===== src/rtl/switch_debounce_pkg.sv =====
// rtl/switch_debounce_pkg.sv - shared constants and types for the switch debouncer
package switch_debounce_pkg;

    // 10 ms of stable level at a 25 MHz system clock
    localparam int DEBOUNCE_LIMIT_DEFAULT = 250000;

    // Number of push-switch channels on the board
    localparam int NUM_CHANNELS = 4;

    // One bit per channel, bit 0 = switch 1
    typedef logic [NUM_CHANNELS-1:0] chan_vec_t;

    // Counter width able to hold 0..limit-1; never narrower than one bit
    function automatic int cnt_width(input int limit);
        return (limit <= 2) ? 1 : $clog2(limit);
    endfunction

endpackage


===== src/rtl/debounce_channel.sv =====
// rtl/debounce_channel.sv - one switch channel: synchronizer, stability counter, stable level, edge pulses
module debounce_channel
    import switch_debounce_pkg::*;
#(
    parameter int DEBOUNCE_LIMIT = DEBOUNCE_LIMIT_DEFAULT
) (
    input  logic i_Clk,
    input  logic i_Rst_n,
    input  logic i_Raw,
    output logic o_Level,
    output logic o_Rise,
    output logic o_Fall
);

    localparam int CW = cnt_width(DEBOUNCE_LIMIT);
    localparam logic [CW-1:0] CNT_LAST = CW'(DEBOUNCE_LIMIT - 1);
    localparam logic [CW-1:0] CNT_ONE  = CW'(1);

    logic          sync1;
    logic          sync2;
    logic [CW-1:0] cnt;

    // Two-flop synchronizer: the raw switch is asynchronous to i_Clk
    always_ff @(posedge i_Clk or negedge i_Rst_n) begin
        if (!i_Rst_n) begin
            sync1 <= 1'b0;
            sync2 <= 1'b0;
        end else begin
            sync1 <= i_Raw;
            sync2 <= sync1;
        end
    end

    // Count consecutive cycles of disagreement; accept the new level on the last one
    always_ff @(posedge i_Clk or negedge i_Rst_n) begin
        if (!i_Rst_n) begin
            cnt     <= '0;
            o_Level <= 1'b0;
            o_Rise  <= 1'b0;
            o_Fall  <= 1'b0;
        end else begin
            o_Rise <= 1'b0;
            o_Fall <= 1'b0;
            if (sync2 == o_Level) begin
                // Any agreement restarts the count, so bounces never accumulate
                cnt <= '0;
            end else if (cnt == CNT_LAST) begin
                // Clearing here is what keeps the counter from ever wrapping
                o_Level <= sync2;
                cnt     <= '0;
                o_Rise  <= sync2;
                o_Fall  <= ~sync2;
            end else begin
                cnt <= cnt + CNT_ONE;
            end
        end
    end

endmodule


===== src/rtl/switch_debounce.sv =====
// rtl/switch_debounce.sv - four independent debounced push-switch channels with rise/fall pulses
module switch_debounce
    import switch_debounce_pkg::*;
#(
    parameter int DEBOUNCE_LIMIT = DEBOUNCE_LIMIT_DEFAULT
) (
    input  logic                    i_Clk,
    input  logic                    i_Rst_n,
    input  logic                    i_Switch_1,
    input  logic                    i_Switch_2,
    input  logic                    i_Switch_3,
    input  logic                    i_Switch_4,
    output logic                    o_Switch_1,
    output logic                    o_Switch_2,
    output logic                    o_Switch_3,
    output logic                    o_Switch_4,
    output logic [NUM_CHANNELS-1:0] o_Rise,
    output logic [NUM_CHANNELS-1:0] o_Fall
);

    chan_vec_t raw;
    chan_vec_t level;
    chan_vec_t rise;
    chan_vec_t fall;

    assign raw = {i_Switch_4, i_Switch_3, i_Switch_2, i_Switch_1};

    for (genvar g = 0; g < NUM_CHANNELS; g++) begin : g_chan
        debounce_channel #(
            .DEBOUNCE_LIMIT(DEBOUNCE_LIMIT)
        ) u_chan (
            .i_Clk   (i_Clk),
            .i_Rst_n (i_Rst_n),
            .i_Raw   (raw[g]),
            .o_Level (level[g]),
            .o_Rise  (rise[g]),
            .o_Fall  (fall[g])
        );
    end

    // Outputs are the channel flops directly; no logic between register and pin
    assign o_Switch_1 = level[0];
    assign o_Switch_2 = level[1];
    assign o_Switch_3 = level[2];
    assign o_Switch_4 = level[3];
    assign o_Rise     = rise;
    assign o_Fall     = fall;

endmodule


===== config.mk =====
export PLATFORM = sky130hd
export DESIGN_NAME = switch_debounce
export DESIGN_NICKNAME = d
export VERILOG_FILES = /design/src/rtl/switch_debounce_pkg.sv /design/src/rtl/debounce_channel.sv /design/src/rtl/switch_debounce.sv
export SDC_FILE = /design/constraint.sdc
export NUM_CORES = 1
export LEC_CHECK = 0
export BUFFER_PORTS_ARGS = -buffer_cell sky130_fd_sc_hd__buf_2
export CAP_MARGIN = 20
export CORE_ASPECT_RATIO = 1.2
export CORE_MARGIN = 5
export CORE_UTILIZATION = 33
export DETAILED_ROUTE_END_ITERATION = 10
export PLACE_DENSITY = 0.47
export RECOVER_POWER = 100
export SLEW_MARGIN = 20
export SYNTH_ARGS = -nofsm -noshare
export SYNTH_HDL_FRONTEND = slang
export SYNTH_SLANG_ARGS = --single-unit
export TNS_END_PERCENT = 5

===== constraint.sdc =====
create_clock -name i_Clk -period 2.9 [get_ports i_Clk]
set_input_delay 0.145 -clock i_Clk [delete_from_list [all_inputs] [get_ports i_Clk]]
set_output_delay 0.145 -clock i_Clk [all_outputs]
set_load 0.02 [all_outputs]

* Word-level counts from Yosys, hierarchy flattened
Index checks and enable logic that the tools add are counted.
Word-level totals: register bits 92, input bits 6, output and inout bits 12, word-level logic and storage cells 72
Cells by class: add/subtract/negate cells 4, eq/ne operators 8, multiplexer cells 24, bitwise logic cells 8, reduce and logical (&&, ||, !) cells 4
Operator list (count):
- $mux 18 | 8
- $add 18x1->18 const B | 4
- $eq 18x18->1 const B | 4
- $mux 1 | 16
- $not 1->1 | 8
- $reduce_and 2->1 | 4
- $eq 1x1->1 | 4

* Logic depth before layout (Yosys ltp)
Gate-level depths: netlist of run 1.
depth after elaboration 3, depth in mapped cells 6, depth with buffers taken out 5

* Modules after synthesis
A second synthesis of run 1 with hierarchy kept.
Second synthesis, totals: cells, all modules 408, area, all modules 4309.1 um^2
By module, submodules not included:
- debounce_channel | instances 4, cells each 102, area an instance 1077.3 um^2, seq. area each 575.6 um^2

* Worst setup path after synthesis of run 1
OpenSTA, ideal clock, no wires.
kind register to register, start point register g_chan[2].u_chan.cnt[6], end point register g_chan[2].u_chan.o_Level, setup time 0.125 ns, arrival time 1.950 ns, data required time 2.775 ns, setup slack 0.825 ns, cell stages (with the launch flop) 5, path buffers 0, clock period less this slack 2.075 ns, path through dfrtp_1 or4b_1 or4_4 or2_4 mux2_4
On the way: word-level cells in the longest chain between the ends 2
RTL lines:
- start: declaration | RTL line debounce_channel.sv:21 | logic [CW-1:0] cnt;
- start signal: assignment | RTL line debounce_channel.sv:54 | cnt <= cnt + CNT_ONE;
- $eq 18x18->1 | RTL line debounce_channel.sv:47 | end else if (cnt == CNT_LAST) begin
- $reduce_and 2->1 (no source line)
- end signal: assignment | RTL line debounce_channel.sv:49 | o_Level <= sync2;
- end: declaration | RTL line debounce_channel.sv:10 | output logic o_Level,
Every way passes these cells. A chain may end at the register's enable or synchronous reset.

* Worst setup path in the final report of run 1
start point register g_chan[1].u_chan.cnt[0], end point register g_chan[1].u_chan.cnt[6]
On the way: word-level cells in the longest chain between the ends 3, elaborated cells between the ends (all ways) 4, classes of those cells add/sub: 1; eq/ne: 1; mux: 2
RTL lines:
- start: declaration | RTL line debounce_channel.sv:21
- start signal: assignment | RTL line debounce_channel.sv:54
- $add 18x1->18 or $eq 18x18->1 (tied branches) | RTL line debounce_channel.sv:54, debounce_channel.sv:47
- $mux 18 * | RTL line debounce_channel.sv:47
- $mux 18 * | RTL line debounce_channel.sv:44 | if (sync2 == o_Level) begin
Mark *: on every way between the ends. The rest lies on a longest branch, timed or not.

==> run_results.csv, run 1 <==
group,metric,value,unit
setup_path,cp-startpoint,"g_chan[1].u_chan.cnt[0]",
global_routing,antenna_found_initial,0,
synthesis,yosys_warnings,0,
routing,avgRoutedWirePerCell,13.6,microns
floorplan,die_y,135,microns
setup_path,crit_path_end_kind,"flop",
setup_path,cpLargestDelayFamily,"compound AO/OA/AOI/OAI gates",
floorplan,die_width,114,microns
clock_network,cts_buffers,9,
routing,antenna_left,0,
routing,drt_pre_antenna_iters,4,
global_routing,grt_most_used_layer,"met2",
setup_path,critPathMaxFanout,10,
place,dp_cells,584,
place,portBuffers,17,
routing,drt_iter0_drc,152,
run_status,status,"finished clean",
cells_and_area,drive_above_1_share,0.0703,
cells_and_area,layout_commonest_cell,"dfrtp_1",
clock_network,clk_pin_slew,0.07,ns
global_routing,grt.total_usage,0.115,
timing,slew_violations,0,
floorplan,ioPinCount,18,
routing,vias,3054,
setup_path,r2r-start,"g_chan[1].u_chan.cnt[0]",
power,power.density,565,nW/um^2
setup_path,crit_arrival,2.52,ns
power,leakage,1.98,nW
timing,rsz0062_at_grt,"no",
cells_and_area,finalNonFillerCells,605,
cells_and_area,area_growth_syn_to_layout,14.0,%
cells_and_area,layout_common_cells,"92 x dfrtp_1, 59 x nor2_1, 28 x xnor2_1",
clock_network,ctsLongestPathBuffers,2,
global_routing,grt_pass1_wl,14300,microns
global_routing,grt_max_degree,53,
global_routing,grt_remaining_overflow,0,
setup_path,critPathLaunchType,"flop",
setup_path,cp_slowest_stage_delay,0.70,ns
clock_network,root_buffer,"clkbuf_16",
cells_and_area,antenna_cells,0,
worst_hold_path,hold_class,"reg2reg",
timing,worst_slew_pin_slew,1.08,ns
timing,finalCritPeriodShare,0.796,
clock_network,post_cts_resized,0,
routing,routed_wl,8250,microns
global_routing,grtUsageMet3,0.0260,
timing,finalClockSkew,0.00476,ns
timing,post-route-min-period,2.31,ns
clock_network,htreeDepth,3,
synthesis,synth_area_leader_cell,"dfrtp_1",
power,vdd_drop_max,0.277,mV
timing,finalHoldViolations,0,
clock_network,clock_latency,0.34,ns
floorplan,initial_core_util,0.338,
clock_network,cts.sinks,92,
timing,setup_viol,0,
clock_network,cts_tree,"built",
place,dp_hpwl,5500,microns
timing,max-slew-margin-rel,0.277,
routing,drc,0,
synthesis,ys_seq_area_frac,0.535,
synthesis,syn-cell-area,4300,sq um
setup_path,critical_path.slowest_cell,"o21ai_0",
synthesis,synth_seq_cells,92,
setup_path,cp.required,3.11,ns
floorplan,row_count,45,
worst_hold_path,min-delay-start,"g_chan[0].u_chan.sync1",
setup_path,worst-path-buf-inv,1,
timing,fin_tns_setup,0,ns
global_routing,grt_use_met2,0.181,
synthesis,syn_inst,415,
synthesis,synth_top_cell_area_share,0.535,
timing,fmax,433,MHz
synthesis,synth_area_leaders,"dfrtp_1 54%, xnor2_1 5.7%, nor2_1 5.1%",
cells_and_area,fin_nets,446,
floorplan,die_area,15400,sq um
floorplan,core-area,12700,sq um
setup_path,path_class,"reg2reg",
synthesis,synth_cell_types,41,
synthesis,syn_nets,425,
synthesis,avgSynthCellArea,10.4,sq um
place,gp_congestion,0.739,
global_routing,globalRouteMet1Util,0.152,
global_routing,grt_pass1_vias,2967,
routing,vias_per_cell,5.05,
job,max_cap_viol_count,0,
setup_path,crit_path_cell_trace,"ha_1 -> and3_1 -> nand3_1 -> o21ai_0 -> clkbuf_1 -> nor2_1",
[kinds of logic after synthesis]
logic type / share of synthesized area
AND/OR/NAND/NOR: 0.256
flip-flops: 0.535
XOR/XNOR: 0.106
AO/OA/AOI/OAI: 0.0492
buffers and inverters: 0.0305
multiplexers: 0.0113
adder cells (fa/ha/maj): 0.0116
[cell usage after synthesis]
library cell,count
mux2_4,1
xnor2_1,28
and3_1,9
o21ai_0,8
and2_1,2
o21ai_2,1
or2_4,1
nor4b_1,2
o21ai_1,2
and4_1,7
nand4b_1,4
and4b_1,1
nor2b_1,1
nor4_1,9
dfrtp_1,92
mux2_2,3
nand2_1,19
nor3_1,9
a21oi_1,16
nand4_1,23
clkbuf_1,8
ha_1,4
a41o_1,1
buf_4,9
nor3b_1,9
nand3_1,23
o31ai_1,6
or4b_1,1
a31o_2,1
or3b_2,1
or2_2,1
or4_4,1
inv_1,9
nor2_1,59
and4_2,1
or3_1,5
and3_2,1
xor2_1,24
o41ai_1,1
or4_1,10
nand2b_1,2
[registers in the layout, indices dropped and copies added, names as in the netlist]
signal / cells
g_chan.u_chan.o_Rise: 4
g_chan.u_chan.sync1: 4
g_chan.u_chan.o_Level: 4
g_chan.u_chan.sync2: 4
g_chan.u_chan.cnt: 72
g_chan.u_chan.o_Fall: 4
[worst reg2reg max path, delay by kind of cell (launching register included)]
family	cells	cell delay, ns
AO/OA/AOI/OAI	1	0.70
adder cells (fa/ha/maj)	1	0.21
buffers and inverters	1	0.43
flip-flops	1	0.39
AND/OR/NAND/NOR	3	0.45
[through the flow]
step	hold WS (ns)	total power, mW	worst slack, ns	utilization	area [sq um]
after detailed placement	0.179	1.43	0.707	0.357	4550
final	0.346	2.77	0.592	0.385	4900
after global routing	0.368	2.88	0.316	0.385	4900
after floorplan	-0.151	1.38	0.825	-	4300
after CTS	0.351	2.81	0.691	0.388	4940
after global placement	0.167	1.43	0.726	0.357	4550
[routing by layer]
metal,routed length [microns],vias up
met1,4050,1502
met4,102,0
met3,204,8
met5,0,-
li1,-,1518
met2,3890,26
[area by class of cell]
class,count,area (sq um)
Timing Repair Buffer,27,158
Clock inverter,7,123
Sequential cell,92,2300
Multi-Input combinational cell,297,1860
Inverter,9,33.8
Clock buffer,9,225
Tap cell,164,205
Fill cell,1299,7820
[report_power, final]
group / total, mW / internal [mW] / leakage [nW] / switching (mW)
clock network: 1.37 / 0.850 / 0.168 / 0.519
registers: 1.32 / 1.30 / 1.26 / 0.0175
logic: 0.0811 / 0.0269 / 0.554 / 0.0542
total: 2.77 / 2.18 / 1.98 / 0.591
[final timing paths]
kind                       cells after the start                  endpoint  slack, ns
max                                            6   g_chan[1].u_chan.cnt[6]       0.59
min                                            0    g_chan[0].u_chan.sync2       0.35
max reg2reg                                    6   g_chan[1].u_chan.cnt[6]       0.59
min reg2reg                                    0    g_chan[0].u_chan.sync2       0.35
max in group asynchronous                      3  g_chan[3].u_chan.cnt[11]       1.54
min in group asynchronous                      2   g_chan[0].u_chan.o_Fall       0.53
[repair_timing]
action,4_1_cts,5_1_grt
setup endpoints to repair,0,0
buffers inserted,0,0
endpoints found under the hold margin,44,0
hold buffers,5,0
Note: power is estimated with default switching activity, not from simulation.
==> run 2: changes to the inputs <==
- ABC_AREA: not set -> 1
- clock period: 2.9 -> 2.3 ns (I/O delays scaled with it)
==> run_results.csv, run 2 <==
group,metric,value,unit
timing,setup_viol,0,
synthesis,synth_area_leader_cell,"dfrtp_1",
cells_and_area,finish.instance_area,5280,sq um
clock_network,htreeDepth,3,
cells_and_area,fin_nets,631,
clock_network,cts.sinks,92,
timing,max-slew-margin-rel,0.0702,
floorplan,die_y,142,microns
cells_and_area,multi_input_area,2120,sq um
floorplan,die_area,17000,sq um
synthesis,ys_seq_area_frac,0.482,
setup_path,r2r_end,"g_chan[3].u_chan.cnt[16]",
synthesis,synth_top_cell_area_share,0.482,
place,portBuffers,17,
clock_network,clk_pin_slew,0.07,ns
cells_and_area,area_growth_syn_to_layout,10.4,%
cells_and_area,largest_register_ffs,72,
power,power.density,592,nW/um^2
floorplan,core-area,14300,sq um
synthesis,synth.most_common_cell,"nor2_1",
global_routing,grt.total_usage,0.126,
timing,rsz0062_at_grt,"no",
setup_path,crit_path_end_kind,"flop",
place,gp_congestion,0.829,
synthesis,ys_dominant_reg_cell,"dfrtp_1",
power,vdd_drop_max,0.287,mV
cells_and_area,nFillCells,1506,
global_routing,antenna_found_initial,0,
place,place_area,5040,sq um
routing,drt_iter0_drc,126,
run_status,status,"finished clean",
global_routing,grt_max_degree,58,
synthesis,synth_seq_cells,92,
synthesis,syn-cell-area,4780,sq um
timing,fmax,571,MHz
clock_network,cts_buffers,9,
setup_path,cp.required,2.51,ns
setup_path,crit_arrival,1.96,ns
cells_and_area,finalNonFillerCells,801,
clock_network,cts_tree,"built",
floorplan,row_count,48,
clock_network,ctsLongestPathBuffers,2,
worst_hold_path,min-delay-start,"g_chan[1].u_chan.sync1",
timing,slew_violations,0,
timing,finalHoldViolations,0,
routing,routed_wl,9950,microns
worst_hold_path,worstHoldPathCells,0,
cells_and_area,layout_commonest_cell,"nor2_1",
cells_and_area,drive_above_1_share,0.0879,
synthesis,synth_edf_count,0,
setup_path,critPathLaunchType,"flop",
routing,vias,3651,
routing,drt_pre_antenna_iters,4,
clock_network,root_buffer,"clkbuf_16",
synthesis,yosys_warnings,0,
timing,worst_slew_pin_slew,1.39,ns
routing,avgRoutedWirePerCell,12.4,microns
synthesis,async_flop_share,1.00,
worst_hold_path,hold_class,"reg2reg",
setup_path,r2r-start,"g_chan[3].u_chan.o_Level",
global_routing,grt_pass1_wl,17400,microns
synthesis,syn_inst,594,
timing,fin_tns_setup,0,ns
synthesis,syn_nets,604,
cells_and_area,largest_register,"g_chan.u_chan.cnt",
power,leakage,2.23,nW
floorplan,ioPinCount,18,
setup_path,r2r_cells,6,
timing,finalCritPeriodShare,0.762,
cells_and_area,regArea,2300,sq um
floorplan,die_width,120,microns
floorplan,initial_core_util,0.334,
cells_and_area,postLayoutCoreUtil,0.369,
routing,drc,0,
cells_and_area,antenna_cells,0,
setup_path,r2r_slack,0.55,ns
synthesis,synth_area_leaders,"dfrtp_1 48%, nor2_1 13%, nand2_1 7.6%",
setup_path,critPathMaxFanout,8,
global_routing,grt_remaining_overflow,0,
clock_network,clock_latency,0.34,ns
timing,post-route-min-period,1.75,ns
job,max_cap_viol_count,0,
setup_path,path_class,"reg2reg",
synthesis,synth_top_cells_by_count,"160 x nor2_1, 97 x nand2_1, 92 x dfrtp_1",
routing,vias_per_cell,4.56,
routing,antenna_left,0,
worst_hold_path,hold_path_end,"g_chan[1].u_chan.sync2",
synthesis,synth_cell_types,24,
place,dp_cells,780,
synthesis,avgSynthCellArea,8.04,sq um
timing,fin_hold_ws,0.367,ns
cells_and_area,layout_common_cells,"166 x nor2_1, 102 x nand2_1, 92 x dfrtp_1",
timing,finalClockSkew,0.0102,ns
global_routing,grt_pass1_vias,3661,
place,dp_hpwl,7440,microns
-- run 2: worst max-delay path by stage --
stage / cells after the start / to / from / slack [ns]
floorplan: 6 / g_chan[0].u_chan.cnt[10] / g_chan[0].u_chan.o_Level / 0.99
finish: 6 / g_chan[3].u_chan.cnt[16] / g_chan[3].u_chan.o_Level / 0.55
detailed placement: 6 / g_chan[1].u_chan.cnt[1] / g_chan[1].u_chan.o_Level / 0.73
global placement: 6 / g_chan[1].u_chan.cnt[12] / g_chan[1].u_chan.o_Level / 0.71
CTS: 6 / g_chan[1].u_chan.cnt[10] / g_chan[1].u_chan.o_Level / 0.72
global route: 3 / g_chan[1].u_chan.cnt[10] / i_Rst_n / 0.33
-- run 2: worst max-delay path, cell delays in order (launching register included) --
cell	delay (ns)
dfrtp_1	0.41
inv_1	0.10
nor2_1	0.04
nor2_1	0.47
inv_1	0.19
nand2_1	0.32
nor2_1	0.09
-- run 2: cell type report --
class                      count  share of cell area
clock buffer                  12              0.0448
clock inverter                 4             0.00498
inverter                      60              0.0427
multi-input combinational    433               0.403
sequential                    92               0.436
tap                          175              0.0415
timing repair buffer          25              0.0270
-- run 2: logic make-up after synthesis --
| group | after synthesis | share of synthesized area |
|---|---|---|
| flops | 92 | 0.482 |
| fa+ha+maj | 4 | 0.0105 |
| buf+inv | 69 | 0.0607 |
| xor+xnor | 40 | 0.0733 |
| compound gates | 18 | 0.0194 |
| simple gates | 371 | 0.354 |
-- run 2: per-layer routing --
layer  global-route usage  wire length [microns]  part of all wire
met1                0.157                   4640              0.47
met2                0.222                   4930              0.50
met3               0.0247                    264             0.027
met4               0.0398                    118             0.012
met5                    0                      0                 0
-- run 2: through the flow --
| stage | total power [mW] | worst slack, ns |
|---|---|---|
| 4_1_cts | 3.19 | 0.724 |
| 5_1_grt | 3.26 | 0.328 |
| 2_1_floorplan | 1.74 | 0.986 |
| 6_report | 3.12 | 0.547 |
| 3_5_place_dp | 1.81 | 0.735 |
| 3_3_place_gp | 1.81 | 0.711 |
-- run 2: power by group --
part	internal, mW	total [mW]	switching [mW]
Clock	0.732	1.35	0.614
Sequential	1.64	1.66	0.0225
Combinational	0.0338	0.112	0.0785
-- run 2: repair_timing --
| action | CTS | global route |
|---|---|---|
| buffers inserted | 0 | 0 |
| resized for setup | 0 | 0 |
| hold endpoints to repair | 58 | 0 |
| hold buffers | 5 | 0 |
==> run 3: changes to the inputs <==
- PLACE_DENSITY: 0.47 -> 0.49
- clock period: 2.3 -> 1.5 ns (I/O delays scaled with it)
==> run_results.csv, run 3 (synthesis gave the netlist of run 2 again) <==
group,metric,value,unit
timing,slew_violations,0,
global_routing,antenna_found_initial,0,
floorplan,ioPinCount,18,
timing,finalCritPeriodShare,0.927,
global_routing,grt.total_usage,0.120,
setup_path,cp-startpoint,"g_chan[3].u_chan.cnt[0]",
clock_network,clk_pin_slew,0.06,ns
routing,top_layer,"met4",
clock_network,ctsLongestPathBuffers,2,
power,vdd_drop_max,0.395,mV
setup_path,critPathMaxFanout,4,
place,dp_hpwl,6960,microns
cells_and_area,largest_register,"g_chan.u_chan.cnt",
power,p_total,4.97,mW
setup_path,r2r-start,"g_chan[3].u_chan.cnt[0]",
cells_and_area,antenna_cells,0,
routing,route.met3.wl,264,microns
floorplan,initial_core_util,0.334,
setup_path,crit_arrival,1.62,ns
power,power.density,906,nW/um^2
timing,setup_viol,0,
clock_network,root_buffer,"clkbuf_16",
routing,drt_iter0_drc,197,
timing,max-slew-margin-rel,0.443,
routing,avgRoutedWirePerCell,11.7,microns
timing,fmax,719,MHz
setup_path,r2r_cells,8,
clock_network,htreeDepth,3,
place,gp_congestion,0.820,
cells_and_area,drive_above_1_share,0.140,
global_routing,grt_pass1_vias,3629,
floorplan,core-area,14300,sq um
global_routing,grt_max_degree,93,
cells_and_area,postLayoutCoreUtil,0.384,
clock_network,cts_buffers,9,
cells_and_area,fin_nets,648,
timing,worst_slew_pin_slew,0.836,ns
cells_and_area,area_growth_syn_to_layout,14.9,%
worst_hold_path,min-delay-start,"g_chan[1].u_chan.sync1",
setup_path,cp.required,1.73,ns
clock_network,cts_tree,"built",
job,max_cap_viol_count,0,
global_routing,grt_remaining_overflow,0,
timing,finalHoldViolations,0,
clock_network,clock_latency,0.34,ns
routing,antenna_left,0,
worst_hold_path,hold_class,"reg2reg",
timing,rsz0062_at_grt,"no",
place,portBuffers,17,
floorplan,row_count,48,
setup_path,path_class,"reg2reg",
global_routing,grt_pass1_wl,16800,microns
setup_path,setup.worst_path.end,"g_chan[3].u_chan.cnt[14]",
setup_path,crit_path_end_kind,"flop",
clock_network,cts.sinks,92,
floorplan,die_area,17000,sq um
routing,vias,3693,
setup_path,r2r_end,"g_chan[3].u_chan.cnt[14]",
routing,wl_met1,4550,microns
timing,finalClockSkew,0.00649,ns
timing,fin_tns_setup,0,ns
routing,routed_wl,9590,microns
routing,drt_pre_antenna_iters,4,
setup_path,critPathLaunchType,"flop",
cells_and_area,largest_register_ffs,72,
routing,route.met2.wl,4670,microns
routing,drc,0,
run_status,status,"finished clean",
power,leakage,2.30,nW
setup_path,r2r_slack,0.11,ns
cells_and_area,layout_common_cells,"162 x nor2_1, 98 x nand2_1, 92 x dfrtp_1",
floorplan,die_y,142,microns
routing,vias_per_cell,4.51,
timing,post-route-min-period,1.39,ns
cells_and_area,layout_commonest_cell,"nor2_1",
floorplan,die_width,120,microns
## run 3: changes by cell type in the layout (fill, tap and decap cells not counted), sizes merged
| cell | change |
|---|---|
| inv | +1 |
| buf | +8 |
| bufinv | +1 |
| clkbuf | +5 |
| nand2 | +1 |
| clkinv | +1 |
## run 3: report_power, final
group          leakage, nW  internal [mW]  switching (mW)
sequential            1.26           2.52          0.0332
combinational        0.897         0.0610           0.124
clock                0.145           1.29           0.952
total                 2.30           3.86            1.11
## run 3: through the flow
| step | area, sq um | hold WS (ns) | worst slack (ns) | std cells |
|---|---|---|---|---|
| finish | 5490 | 0.351 | 0.109 | 818 |
| floorplan | 4780 | -0.221 | 0.186 | 594 |
| global route | 5490 | 0.359 | 0.00849 | 818 |
| detailed placement | 5140 | 0.173 | 0.0437 | 792 |
| global placement | 5140 | 0.168 | 0.0773 | 792 |
| CTS | 5490 | 0.352 | 0.0356 | 813 |
## run 3: timing repair
action / 4_1_cts / 5_1_grt
hold buffers: 5 / 0
resized for setup: 0 / 10
buffers inserted: 0 / 4
endpoints found under the setup margin: 0 / 38
endpoints found under the hold margin: 96 / 0
## run 3: metal layers
metal | up-vias | global-route usage
met2 | 32 | 0.206
met1 | 1727 | 0.153
met3 | 11 | 0.0267
met4 | 0 | 0.0350
li1 | 1923 | -
met5 | - | 0
## run 3: final cells by class
type	count	area, sq um
Clock buffer	9	225
Inverter	60	225
Clock inverter	7	66.3
Sequential cell	92	2300
Timing Repair Buffer	41	245
Tap cell	175	219
Multi-Input combinational cell	434	2210
Fill cell	1497	8800
## run 3: how the worst min path moves through the flow
stage / slack [ns] / depth (start not counted) / endpoint
after floorplan: -0.22 / 0 / g_chan[0].u_chan.cnt[0]
after global placement: 0.17 / 2 / g_chan[2].u_chan.cnt[11]
after detailed placement: 0.17 / 2 / g_chan[2].u_chan.cnt[16]
after CTS: 0.35 / 3 / g_chan[2].u_chan.cnt[16]
after global routing: 0.36 / 0 / g_chan[1].u_chan.sync2
final: 0.35 / 0 / g_chan[1].u_chan.sync2
## run 3: critical path, stage by stage, from the launching register on
cell and delay (ns):
dfrtp_1 0.39, ha_1 0.21, nand3_2 0.12, inv_2 0.09, nand2_2 0.10, nor2_4 0.13, nand3_1 0.09, nor2_1 0.10
nor2_1 0.05
